--- src/rtl/load_store_unit.sv ---
// Load/store unit: turns byte/word requests into accesses on a simple byte-addressed memory port.
// Optional macro LSU_MISALIGNED_SPLIT_EN splits misaligned word accesses into four byte accesses.
module load_store_unit #(
    parameter int ADDRESS_WIDTH = 32,
    parameter int DATA_WIDTH    = 32
) (
    input  logic                     clk,
    input  logic                     rst_n,
    input  logic                     req_valid,
    output logic                     req_ready,
    input  logic                     req_we,
    input  logic                     req_byte,
    input  logic                     req_sign,
    input  logic [ADDRESS_WIDTH-1:0] req_addr,
    input  logic [DATA_WIDTH-1:0]    req_wdata,
    output logic                     resp_valid,
    output logic [DATA_WIDTH-1:0]    resp_rdata,
    output logic                     resp_err,
    output logic                     WE,
    output logic                     addr_mode,
    output logic [ADDRESS_WIDTH-1:0] A,
    output logic [DATA_WIDTH-1:0]    WD,
    input  logic [DATA_WIDTH-1:0]    RD
);

`ifdef LSU_MISALIGNED_SPLIT_EN
    localparam bit SPLIT_EN = 1'b1;
`else
    localparam bit SPLIT_EN = 1'b0;
`endif

    typedef enum logic [1:0] {IDLE, ACCESS, RESP} state_t;

    state_t                   state;
    logic                     lat_we;
    logic                     lat_byte;
    logic                     lat_sign;
    logic                     lat_split;
    logic [ADDRESS_WIDTH-1:0] lat_addr;
    logic [DATA_WIDTH-1:0]    lat_wdata;
    logic [DATA_WIDTH-1:0]    rdata_acc;
    logic [DATA_WIDTH-1:0]    acc_next;
    logic [DATA_WIDTH-1:0]    single_result;
    logic [1:0]               byte_cnt;
    logic [1:0]               next_cnt;
    logic                     req_split;
    logic                     last_access;

    assign req_split   = !req_byte && (req_addr[1:0] != 2'b00);
    assign next_cnt    = byte_cnt + 2'd1;
    assign last_access = !lat_split || (byte_cnt == 2'd3);

    // Split loads assemble the word one byte lane at a time, little-endian.
    always_comb begin
        acc_next = rdata_acc;
        acc_next[8*byte_cnt +: 8] = RD[7:0];
    end

    always_comb begin
        if (!lat_byte) begin
            single_result = RD;
        end else if (lat_sign) begin
            single_result = {{(DATA_WIDTH-8){RD[7]}}, RD[7:0]};
        end else begin
            single_result = {{(DATA_WIDTH-8){1'b0}}, RD[7:0]};
        end
    end

    always_ff @(posedge clk or negedge rst_n) begin
        if (!rst_n) begin
            state      <= IDLE;
            req_ready  <= 1'b1;
            resp_valid <= 1'b0;
            resp_rdata <= '0;
            resp_err   <= 1'b0;
            WE         <= 1'b0;
            addr_mode  <= 1'b0;
            A          <= '0;
            WD         <= '0;
            byte_cnt   <= '0;
            rdata_acc  <= '0;
            lat_we     <= 1'b0;
            lat_byte   <= 1'b0;
            lat_sign   <= 1'b0;
            lat_split  <= 1'b0;
            lat_addr   <= '0;
            lat_wdata  <= '0;
        end else begin
            case (state)
                IDLE: begin
                    if (req_valid) begin
                        lat_we    <= req_we;
                        lat_byte  <= req_byte;
                        lat_sign  <= req_sign;
                        lat_split <= req_split;
                        lat_addr  <= req_addr;
                        lat_wdata <= req_wdata;
                        byte_cnt  <= '0;
                        rdata_acc <= '0;
                        req_ready <= 1'b0;
                        // Without split support a misaligned word is rejected without touching memory.
                        if (req_split && !SPLIT_EN) begin
                            state      <= RESP;
                            resp_valid <= 1'b1;
                            resp_err   <= 1'b1;
                            resp_rdata <= '0;
                        end else begin
                            state     <= ACCESS;
                            WE        <= req_we;
                            addr_mode <= req_byte || req_split;
                            A         <= req_addr;
                            WD        <= req_split ? {{(DATA_WIDTH-8){1'b0}}, req_wdata[7:0]}
                                                   : req_wdata;
                        end
                    end
                end
                ACCESS: begin
                    if (last_access) begin
                        state      <= RESP;
                        resp_valid <= 1'b1;
                        resp_err   <= 1'b0;
                        if (lat_we) begin
                            resp_rdata <= '0;
                        end else if (lat_split) begin
                            resp_rdata <= acc_next;
                        end else begin
                            resp_rdata <= single_result;
                        end
                        WE        <= 1'b0;
                        addr_mode <= 1'b0;
                        A         <= '0;
                        WD        <= '0;
                        byte_cnt  <= '0;
                    end else begin
                        byte_cnt  <= next_cnt;
                        rdata_acc <= acc_next;
                        A         <= lat_addr + ADDRESS_WIDTH'(next_cnt);
                        WD        <= {{(DATA_WIDTH-8){1'b0}}, lat_wdata[8*next_cnt +: 8]};
                    end
                end
                RESP: begin
                    state      <= IDLE;
                    resp_valid <= 1'b0;
                    req_ready  <= 1'b1;
                end
                default: begin
                    state      <= IDLE;
                    resp_valid <= 1'b0;
                    req_ready  <= 1'b1;
                    WE         <= 1'b0;
                end
            endcase
        end
    end

endmodule
--- config.mk ---
export PLATFORM = sky130hd
export DESIGN_NAME = load_store_unit
export DESIGN_NICKNAME = d
export VERILOG_FILES = /design/src/rtl/load_store_unit.sv
export SDC_FILE = /design/constraint.sdc
export NUM_CORES = 1
export LEC_CHECK = 0
export CAP_MARGIN = 5
export CELL_PAD_IN_SITES_DETAIL_PLACEMENT = 0
export CELL_PAD_IN_SITES_GLOBAL_PLACEMENT = 2
export CORE_ASPECT_RATIO = 1.25
export CORE_MARGIN = 4
export CORE_UTILIZATION = 32
export CTS_CLUSTER_SIZE = 8
export DETAILED_ROUTE_END_ITERATION = 10
export PLACE_DENSITY_LB_ADDON = 0.1
export SYNTH_ARGS = -nofsm -noshare
export SYNTH_HDL_FRONTEND = slang
export SYNTH_SLANG_ARGS = --single-unit
--- constraint.sdc ---
create_clock -name clk -period 5.3 [get_ports clk]
set_input_delay 1.06 -clock clk [delete_from_list [all_inputs] [get_ports clk]]
set_output_delay 1.06 -clock clk [all_outputs]
set_load 0.02 [all_outputs]
==> run_results.csv, run 1 <==
group,metric,value,unit
timing,tns,0,ns
drt,wl_per_cell,19.2,µm
timing,max_freq,0.259,GHz
timing,rsz0062_at_grt,"no",
power_and_ir_drop,leakage,0.00553,µW
synth,yosys.area.top_type_share,0.525,
synth,synth_area,0.00972,mm²
drt,postRouteAntennaNets,0,
clock_network,cts_hold_buf,0,
power_and_ir_drop,power,7710,µW
drt,wirelength,29800,µm
synth,synth_cell_types,49,
timing,setup_violations,0,
clock_network,cts_resized,0,
run_status,status,"complete, no violations",
synth,synth_fa_ha_area_frac,0.0124,
layout,final_cell_mix,"dfrtp_1, clkdlybuf4s50_1, nand2_1",
floorplanning,core-area,0.0300,mm²
power_and_ir_drop,powerDensity,597,mW/mm²
synth,yosys.area_share.simple,0.172,
global_routing,grt_pass1_wl,47700,µm
timing,slew_headroom,0.372,
timing,hold_ws,0.468,ns
clock_network,postCtsSetupBuffers,0,
drt,drt-initial-drc-count,346,
place,place.gp.congestion,0.773,
worst_setup_path,cp.required,5.71,ns
min_path,hold_path_class,"register to register",
layout,final_nets,1253,
synth,ys_seq_elements,205,
clock_network,numCtsBuffers,29,
place,preCtsSetupSlack,1.37,ns
clock_network,cts_tree,"done",
worst_setup_path,path_class,"register to register",
global_routing,grt_usage,0.181,
timing,fin_skew,0.0179,ns
floorplanning,rows,71,
worst_setup_path,crit_arrival,4.27,ns
layout,mostFrequentLayoutCell,"dfrtp_1",
clock_network,cts-root-buf,"clkbuf_16",
floorplanning,dieArea,0.0333,mm²
floorplanning,fp.dieH,203,µm
clock_network,clock_sinks,205,
drt,dr.pass1.iters,4,
synth,netlist_instances,959,
global_routing,grt_overflow_total,0,
synth,synth_compound_area_frac,0.132,
layout,final_cell_area,0.0129,mm²
layout,fill_cells,3057,
synth,synth_nets,1070,
synth,syn_area_per_cell,10.1,µm²
global_routing,grt_pass1_vias,8093,
layout,layout-drive-gt1-share,0.121,
layout,area_delta_synth_final,32.9,%
place,port_buffers,202,
timing,slew_violations,0,
synth,synth.area.top_cells,"dfrtp_1, nand2_1, mux2_2",
timing,fin_ws,1.44,ns
timing,finalHoldViolCount,0,
worst_setup_path,cp_max_fo,17,
synth,yosysWarnings,0,
floorplanning,die_w,164,µm
synth,ys_async_sr_fraction,1.00,
worst_setup_path,start_kind,"register",
drt,vias,7592,
clock_network,h-tree-depth,1,
synth,yosys-mux-area-fraction,0.0950,
clock_network,cts_buffer_depth,3,
timing,tightest_slew,0.933,ns
synth,synth_top_family_by_area,"simple AND/OR/NAND/NOR gates",
timing,fin_crit_sh,0.728,
floorplanning,ios,203,
floorplanning,start_util,0.324,
global_routing,antenna_found_initial,2,
synth,synth_edf_count,0,
drt,route.detailed.drc,0,
job,maxCapViolations,0,
worst_setup_path,endpoint_kind,"register",
drt,viasPerCell,4.89,
layout,antenna_cells,0,
timing,fin_crit,3.86,ns
synth,seq_area_frac_synth,0.528,
clock_network,clk_pin_slew,0.05,ns
place,placed_area,0.0121,mm²
synth,synth_xor_area_frac,0.0270,
place,dp_hpwl,19800,µm
clock_network,clock_latency,0.53,ns
synth,synth_ff_type,"dfrtp_1",
power_and_ir_drop,vdd_ir_drop_max,0.257,mV
synth,synth_top_cell_by_area,"dfrtp_1",
global_routing,grt_max_degree,112,
layout make-up:
cell class | instances | area [µm²] | share of cell area
clock inverter | 1 | 5.00 | 0.000387
sequential | 205 | 5130 | 0.397
clock buffer | 41 | 771 | 0.0596
inverter | 16 | 60.1 | 0.00465
timing repair buffer | 218 | 2170 | 0.168
multi-input combinational | 672 | 4290 | 0.332
tap | 401 | 502 | 0.0388
layer usage:
metal  GRT usage  vias to the layer above  routed length [µm]  share of wire
li1            -                     3685                   -              -
met1       0.240                     3706               13000           0.44
met2       0.307                      161               14800           0.50
met3      0.0351                       36                1440          0.048
met4      0.0375                        4                 484          0.016
met5           0                        -                  34         0.0011
flip-flops by register name (all words and copies together) (netlist names), 2 cells and up:
| register | cells |
|---|---|
| A | 32 |
| WD | 32 |
| byte_cnt | 2 |
| lat_addr | 32 |
| lat_wdata | 32 |
| rdata_acc | 32 |
| resp_rdata | 32 |
| state | 2 |
cell usage after synthesis, types with 2 or more instances:
master    count
a21oi_1      33
a22o_1       15
a22oi_1      21
and3_1        5
buf_1         5
buf_2        12
clkbuf_1     48
dfrtp_1     204
ha_1          8
inv_1        16
mux2_2       66
mux4_2        8
nand2_1     200
nand3_1      12
nand3_2       2
nand4_1       6
nor2_1       42
nor2b_1      38
nor3_1       28
nor4_1        3
nor4_2        3
nor4_4        3
nor4bb_1      2
o21ai_0      89
o21bai_1     19
o221ai_1     18
o221ai_2      2
or3_1         2
xnor2_1      16
xor2_1       14
path summary, 6_finish.rpt:
check | start | to | slack [ns] | depth (start not counted)
worst max register to register | byte_cnt[0]$_DFFE_PN0P_ | A[22]$_DFFE_PN0P_ | 1.44 | 10
worst min-delay path | resp_rdata[8]$_DFFE_PN0P_ | resp_rdata[8]$_DFFE_PN0P_ | 0.47 | 2
min in group asynchronous | rst_n | resp_rdata[25]$_DFFE_PN0P_ | 0.52 | 1
max in group asynchronous | rst_n | lat_addr[17]$_DFFE_PN0P_ | 3.80 | 2
worst max-delay path | byte_cnt[0]$_DFFE_PN0P_ | A[22]$_DFFE_PN0P_ | 1.44 | 10
worst min register to register | resp_rdata[8]$_DFFE_PN0P_ | resp_rdata[8]$_DFFE_PN0P_ | 0.47 | 2
metrics by stage:
stage	utilization	cells
6_report	0.430	1554
5_1_grt	0.430	1554
4_1_cts	0.430	1554
3_5_place_dp	0.405	1512
3_3_place_gp	0.405	1512
2_1_floorplan	-	959
logic make-up (layout without fill, tap and decap cells):
| group | count (synthesis) | after routing |
|---|---|---|
| simple gates | 356 | 356 |
| flops | 205 | 205 |
| compound gates | 203 | 203 |
| buf+inv | 82 | 276 |
| mux | 74 | 74 |
| xor+xnor | 30 | 30 |
| fa+ha+maj | 9 | 9 |
report_power, final:
group	switching [µW]	internal (µW)
registers	503	2220
logic	1810	1530
clock network	661	985
total	2980	4740
critical path: stages (launching register included):
cell and delay (ns):
dfrtp_1 0.31, buf_4 0.26, inv_1 0.16, ha_1 0.63
inv_1 0.18, fa_1 0.47, nand4b_1 0.36, nor4_4 0.77
nand2_1 0.14, xnor2_1 0.16, a221o_1 0.32
No activity file was read; power rests on OpenSTA's default activity.
==> inputs of run 2 (changes only) <==
Settings changed: CORE_UTILIZATION 32 to 29.
Clock period 5.3 ns to 3.5 ns, I/O delays scaled along.
==> run_results.csv, run 2 (same netlist as run 1, synthesis figures left out) <==
group,metric,value,unit
run_status,status,"complete, no violations",
clock_network,clock_sinks,205,
floorplanning,rows,74,
clock_network,clk_pin_slew,0.05,ns
drt,wirelength,30600,µm
floorplanning,fp.dieH,213,µm
timing,setup_violations,0,
floorplanning,dieArea,0.0365,mm²
timing,fin_skew,0.00849,ns
min_path,hold_path_class,"input pin to asynchronous set/reset pin",
drt,viasPerCell,4.88,
power_and_ir_drop,vdd_ir_drop_max,0.329,mV
layout,final_nets,1261,
global_routing,grt_use_met3,0.0306,
clock_network,cts_hold_buf,0,
worst_setup_path,endpoint_kind,"register",
power_and_ir_drop,p_comb_frac,0.443,
drt,route.detailed.drc,0,
worst_setup_path,max_stage_delay,0.65,ns
timing,tightest_slew,0.906,ns
power_and_ir_drop,swShare,0.388,
global_routing,grt_usage,0.168,
worst_setup_path,crit_arrival,3.52,ns
worst_setup_path,crit_top_cell,"inv_1",
power_and_ir_drop,p_switching,4550,µW
clock_network,cts_buffer_depth,3,
clock_network,postCtsSetupBuffers,0,
worst_setup_path,crit_chain,"inv_1, ha_1, inv_1, fa_1, nand4b_1, nor4_4, nand2_1, xnor2_1, a221o_1",
place,place.gp.congestion,0.734,
worst_setup_path,path_class,"register to register",
global_routing,gr-usage-met2,0.284,
job,maxCapViolations,0,
power_and_ir_drop,p_seq_frac,0.345,
timing,fin_crit_sh,0.881,
power_and_ir_drop,p_int,7200,µW
global_routing,grt_pass1_vias,8064,
clock_network,clock_latency,0.55,ns
power_and_ir_drop,powerDensity,902,mW/mm²
worst_setup_path,cp.required,3.94,ns
timing,rsz0062_at_grt,"no",
timing,slew_headroom,0.391,
global_routing,grt_pass1_wl,48400,µm
layout,final_cell_mix,"dfrtp_1, clkdlybuf4s50_1, nand2_1",
place,port_buffers,202,
layout,area_delta_synth_final,34.0,%
timing,finalHoldViolCount,0,
floorplanning,ios,203,
power_and_ir_drop,pwr-share-clk,0.212,
floorplanning,start_util,0.296,
timing,fin_crit,3.08,ns
floorplanning,core-area,0.0329,mm²
drt,postRouteAntennaNets,0,
worst_setup_path,critPathBufInv,2,
global_routing,use_met1,0.225,
place,dp_hpwl,20500,µm
global_routing,grt_max_degree,97,
clock_network,numCtsBuffers,29,
layout,mostFrequentLayoutCell,"dfrtp_1",
global_routing,antenna_found_initial,2,
drt,dr.pass1.iters,4,
clock_network,cts_resized,0,
timing,slew_violations,0,
layout,layout-drive-gt1-share,0.128,
clock_network,cts-root-buf,"clkbuf_16",
worst_setup_path,cpMaxStageDelayCell,"nor4_4",
worst_setup_path,start_kind,"register",
drt,vias,7656,
clock_network,h-tree-depth,1,
power_and_ir_drop,power,11800,µW
layout,antenna_cells,0,
timing,max_freq,0.324,GHz
drt,drt-initial-drc-count,323,
worst_setup_path,cp_max_fo,10,
clock_network,cts_tree,"done",
drt,wl_per_cell,19.5,µm
timing,tns,0,ns
global_routing,busiest_layer,"met2",
worst_setup_path,cp_top_family,"simple AND/OR/NAND/NOR gates",
power_and_ir_drop,leakage,0.00558,µW
global_routing,grt_overflow_total,0,
floorplanning,die_w,172,µm
run 2: cell types whose count changed in the layout (fill, tap and decap cells not counted):
cell and change:
clkinv_2 -1, clkbuf_8 -1, clkbuf_1 -9, buf_8 +1, buf_4 +5, inv_16 +1
buf_12 +3
run 2: power groups by stage:
stage          Combinational [µW]  Sequential, µW  Clock, µW
2_1_floorplan                2630            4520          0
3_3_place_gp                 5280            4100          0
3_5_place_dp                 5320            4100          0
4_1_cts                      5340            4070       2610
5_1_grt                      5740            4210       2690
6_report                     5200            4050       2490
run 2: final cells by class:
type                    instances  area (µm²)
clock inverters                 1        20.0
well taps                     418         523
clock buffers                  32         737
fillers                      3259       19800
inverters                      16        60.1
repair buffers                226        2270
flip-flops and latches        205        5130
multi-input cells             672        4290
run 2: final timing paths:
| path | cells past startpoint | slack, ns | from | to |
|---|---|---|---|---|
| worst min register to register | 2 | 0.47 | rdata_acc[15]$_DFFE_PN0P_ | rdata_acc[15]$_DFFE_PN0P_ |
| worst max register to register | 9 | 0.42 | byte_cnt[1]$_DFFE_PN0P_ | A[22]$_DFFE_PN0P_ |
| worst max-delay path | 9 | 0.42 | byte_cnt[1]$_DFFE_PN0P_ | A[22]$_DFFE_PN0P_ |
| worst min-delay path | 1 | 0.17 | rst_n | resp_rdata[21]$_DFFE_PN0P_ |
| max in group asynchronous | 2 | 2.47 | rst_n | req_ready$_DFFE_PN1P_ |
| min in group clk | 2 | 0.47 | rdata_acc[15]$_DFFE_PN0P_ | rdata_acc[15]$_DFFE_PN0P_ |
run 2: metal layers:
metal,wire [µm],vias to the layer above
li1,-,3699
met1,13400,3717
met2,15000,191
met3,1510,45
met4,586,4
met5,39,-
run 2: metrics by stage:
step / worst slack (ns) / hold WS [ns] / std cells / utilization / instance area (µm²)
5_1_grt: 0.195 / 0.247 / 1570 / 0.396 / 13000
3_5_place_dp: 0.360 / 0.462 / 1537 / 0.373 / 12300
4_1_cts: 0.345 / 0.225 / 1570 / 0.396 / 13000
6_report: 0.415 / 0.169 / 1570 / 0.396 / 13000
2_1_floorplan: 0.0689 / 0.404 / 959 / - / 9730
3_3_place_gp: 0.441 / 0.455 / 1537 / 0.373 / 12300
==> RTL edit (flow settings as in run 2) <==
Register the output `resp_err` once more, with the module's reset; this adds one clock of latency there. The other outputs are not delayed to match.
--- a/src/rtl/load_store_unit.sv
+++ b/src/rtl/load_store_unit.sv
@@ -32,2 +32,4 @@
     typedef enum logic [1:0] {IDLE, ACCESS, RESP} state_t;
+
+    logic resp_err_s0;
 
@@ -74,3 +76,3 @@
             resp_rdata <= '0;
-            resp_err   <= 1'b0;
+            resp_err_s0 <= 1'b0;
             WE         <= 1'b0;
@@ -104,3 +106,3 @@
                             resp_valid <= 1'b1;
-                            resp_err   <= 1'b1;
+                            resp_err_s0 <= 1'b1;
                             resp_rdata <= '0;
@@ -120,3 +122,3 @@
                         resp_valid <= 1'b1;
-                        resp_err   <= 1'b0;
+                        resp_err_s0 <= 1'b0;
                         if (lat_we) begin
@@ -155,2 +157,10 @@
 
+    always_ff @(posedge clk or negedge rst_n) begin
+        if (!rst_n) begin
+            resp_err <= '0;
+        end else begin
+            resp_err <= resp_err_s0;
+        end
+    end
+
 endmodule
Function: changed (a bounded check fails within 4 cycles, from zero or initial values and one cycle with rst_n low).
==> RTL edit against run 2 <==
  * Synthesized area increased by 1.1%
  * Sequential cell count increased by 1
  * Cell area increased by 0.53%
  * Combinational power decreased by 2%
  * Routed wire length increased by 9.0%
  * Worst setup slack improved by 0.27 ns
  * Total power decreased by 0.58%
  * Critical path depth unchanged
  * Largest cell class unchanged
  * Largest power group unchanged
==> RTL edit: results (changes against run 2) <==
YOSYS
----------------------------------------------------------------------
Post-synthesis sequential area ratio                             0.525   was 0.528
Fraction of the mapped netlist area in compound gates            0.125   was 0.132
Commonest cells in the synthesized netlist                sky130_fd_sc_hd__nand2_1, sky130_fd_sc_hd__dfrtp_1, sky130_fd_sc_hd__nor2_1   was sky130_fd_sc_hd__dfrtp_1, sky130_fd_sc_hd__nand2_1, sky130_fd_sc_hd__o21ai_0
Xor and xnor area share after synthesis                         0.0267   was 0.0270
Mapped Nets                                                       1191   was 1070
Synth area leaders                                        sky130_fd_sc_hd__dfrtp_1, sky130_fd_sc_hd__nand2_1, sky130_fd_sc_hd__nor2_1   was sky130_fd_sc_hd__dfrtp_1, sky130_fd_sc_hd__nand2_1, sky130_fd_sc_hd__mux2_2

GLOBAL ROUTING
----------------------------------------------------------------------
Pin count of the biggest net entering global routing                77   was 97
Met3 Resource Use GR                                            0.0377   was 0.0306
Vias in the first global route                                    8899   was 8064
Met1 usage                                                       0.226   was 0.225

PLACE
----------------------------------------------------------------------
Total cell area at the placement stage                       12300 um2   about the same
DP Wirelength                                                 22300 um   was 20500 um
Pre-CTS setup slack                                           0.650 ns   was 0.360 ns
Routability Congestion                                           0.747   was 0.734

ROUTING
----------------------------------------------------------------------
Final Routed Wirelength                                       33300 um   was 30600 um
First drt pass iteration count                                       7   was 4
Routed WL per cell                                             19.6 um   was 19.5 um
Wire length on met3                                            1690 um   was 1510 um

STATUS
----------------------------------------------------------------------
Status                                                    finished clean   unchanged

SETUP PATH
----------------------------------------------------------------------
Maximum fanout encountered on the critical timing path              12   was 10
Capture instance of the worst register-to-register path           A[5]   was A[22]
Register-to-register setup slack                               0.68 ns   was 0.42 ns

PWR
----------------------------------------------------------------------
Power drawn by the clock network                               2.54 mW   was 2.49 mW
VDD IR max                                                  0.000334 V   was 0.000329 V
Fraction of power spent switching nets                           0.404   was 0.388
Combinational Power Share                                        0.434   was 0.443
Net load switching power                                       4.72 mW   was 4.55 mW

LAYOUT
----------------------------------------------------------------------
Final-layout fill cell count                                      3437   was 3259
Layout cells sized above 1                                      0.0665   was 0.128

STA
----------------------------------------------------------------------
Hold_ws                                                       0.153 ns   was 0.169 ns
Final worst clock skew                                      0.00938 ns   was 0.00849 ns

## RTL edit: changes by cell type in the layout (fill, tap and decap cells not counted), sizes merged, moves of 15 or more
cell | before | now
a21o | 0 | 16
a21oi | 33 | 53
a221oi | 0 | 16
mux2 | 66 | 0
nand2 | 200 | 327
nand2b | 1 | 17
nand3 | 14 | 36
nor2 | 42 | 78
nor2b | 38 | 16
o21ai | 89 | 59
o21bai | 19 | 1
or3 | 2 | 17
## RTL edit: critical path: cells and delay by family, from the launching register on
family,cells,cell delay (ns)
AOI/OAI and AO/OA,2,0.83
xor gates and xnor gates,1,0.20
buffers and inverters,2,0.34
adders and majority gates,2,0.56
DFF,1,0.41
and+or+nand+nor,2,0.35
## RTL edit: area by class of cell
type	instances	area, um2	area share
clock buffer	42	774	0.0591
timing repair buffer	227	2290	0.175
inverter	18	67.6	0.00516
clock inverter	1	8.76	0.000669
sequential	206	5160	0.394
tap	423	529	0.0404
multi-input combinational	785	4270	0.326
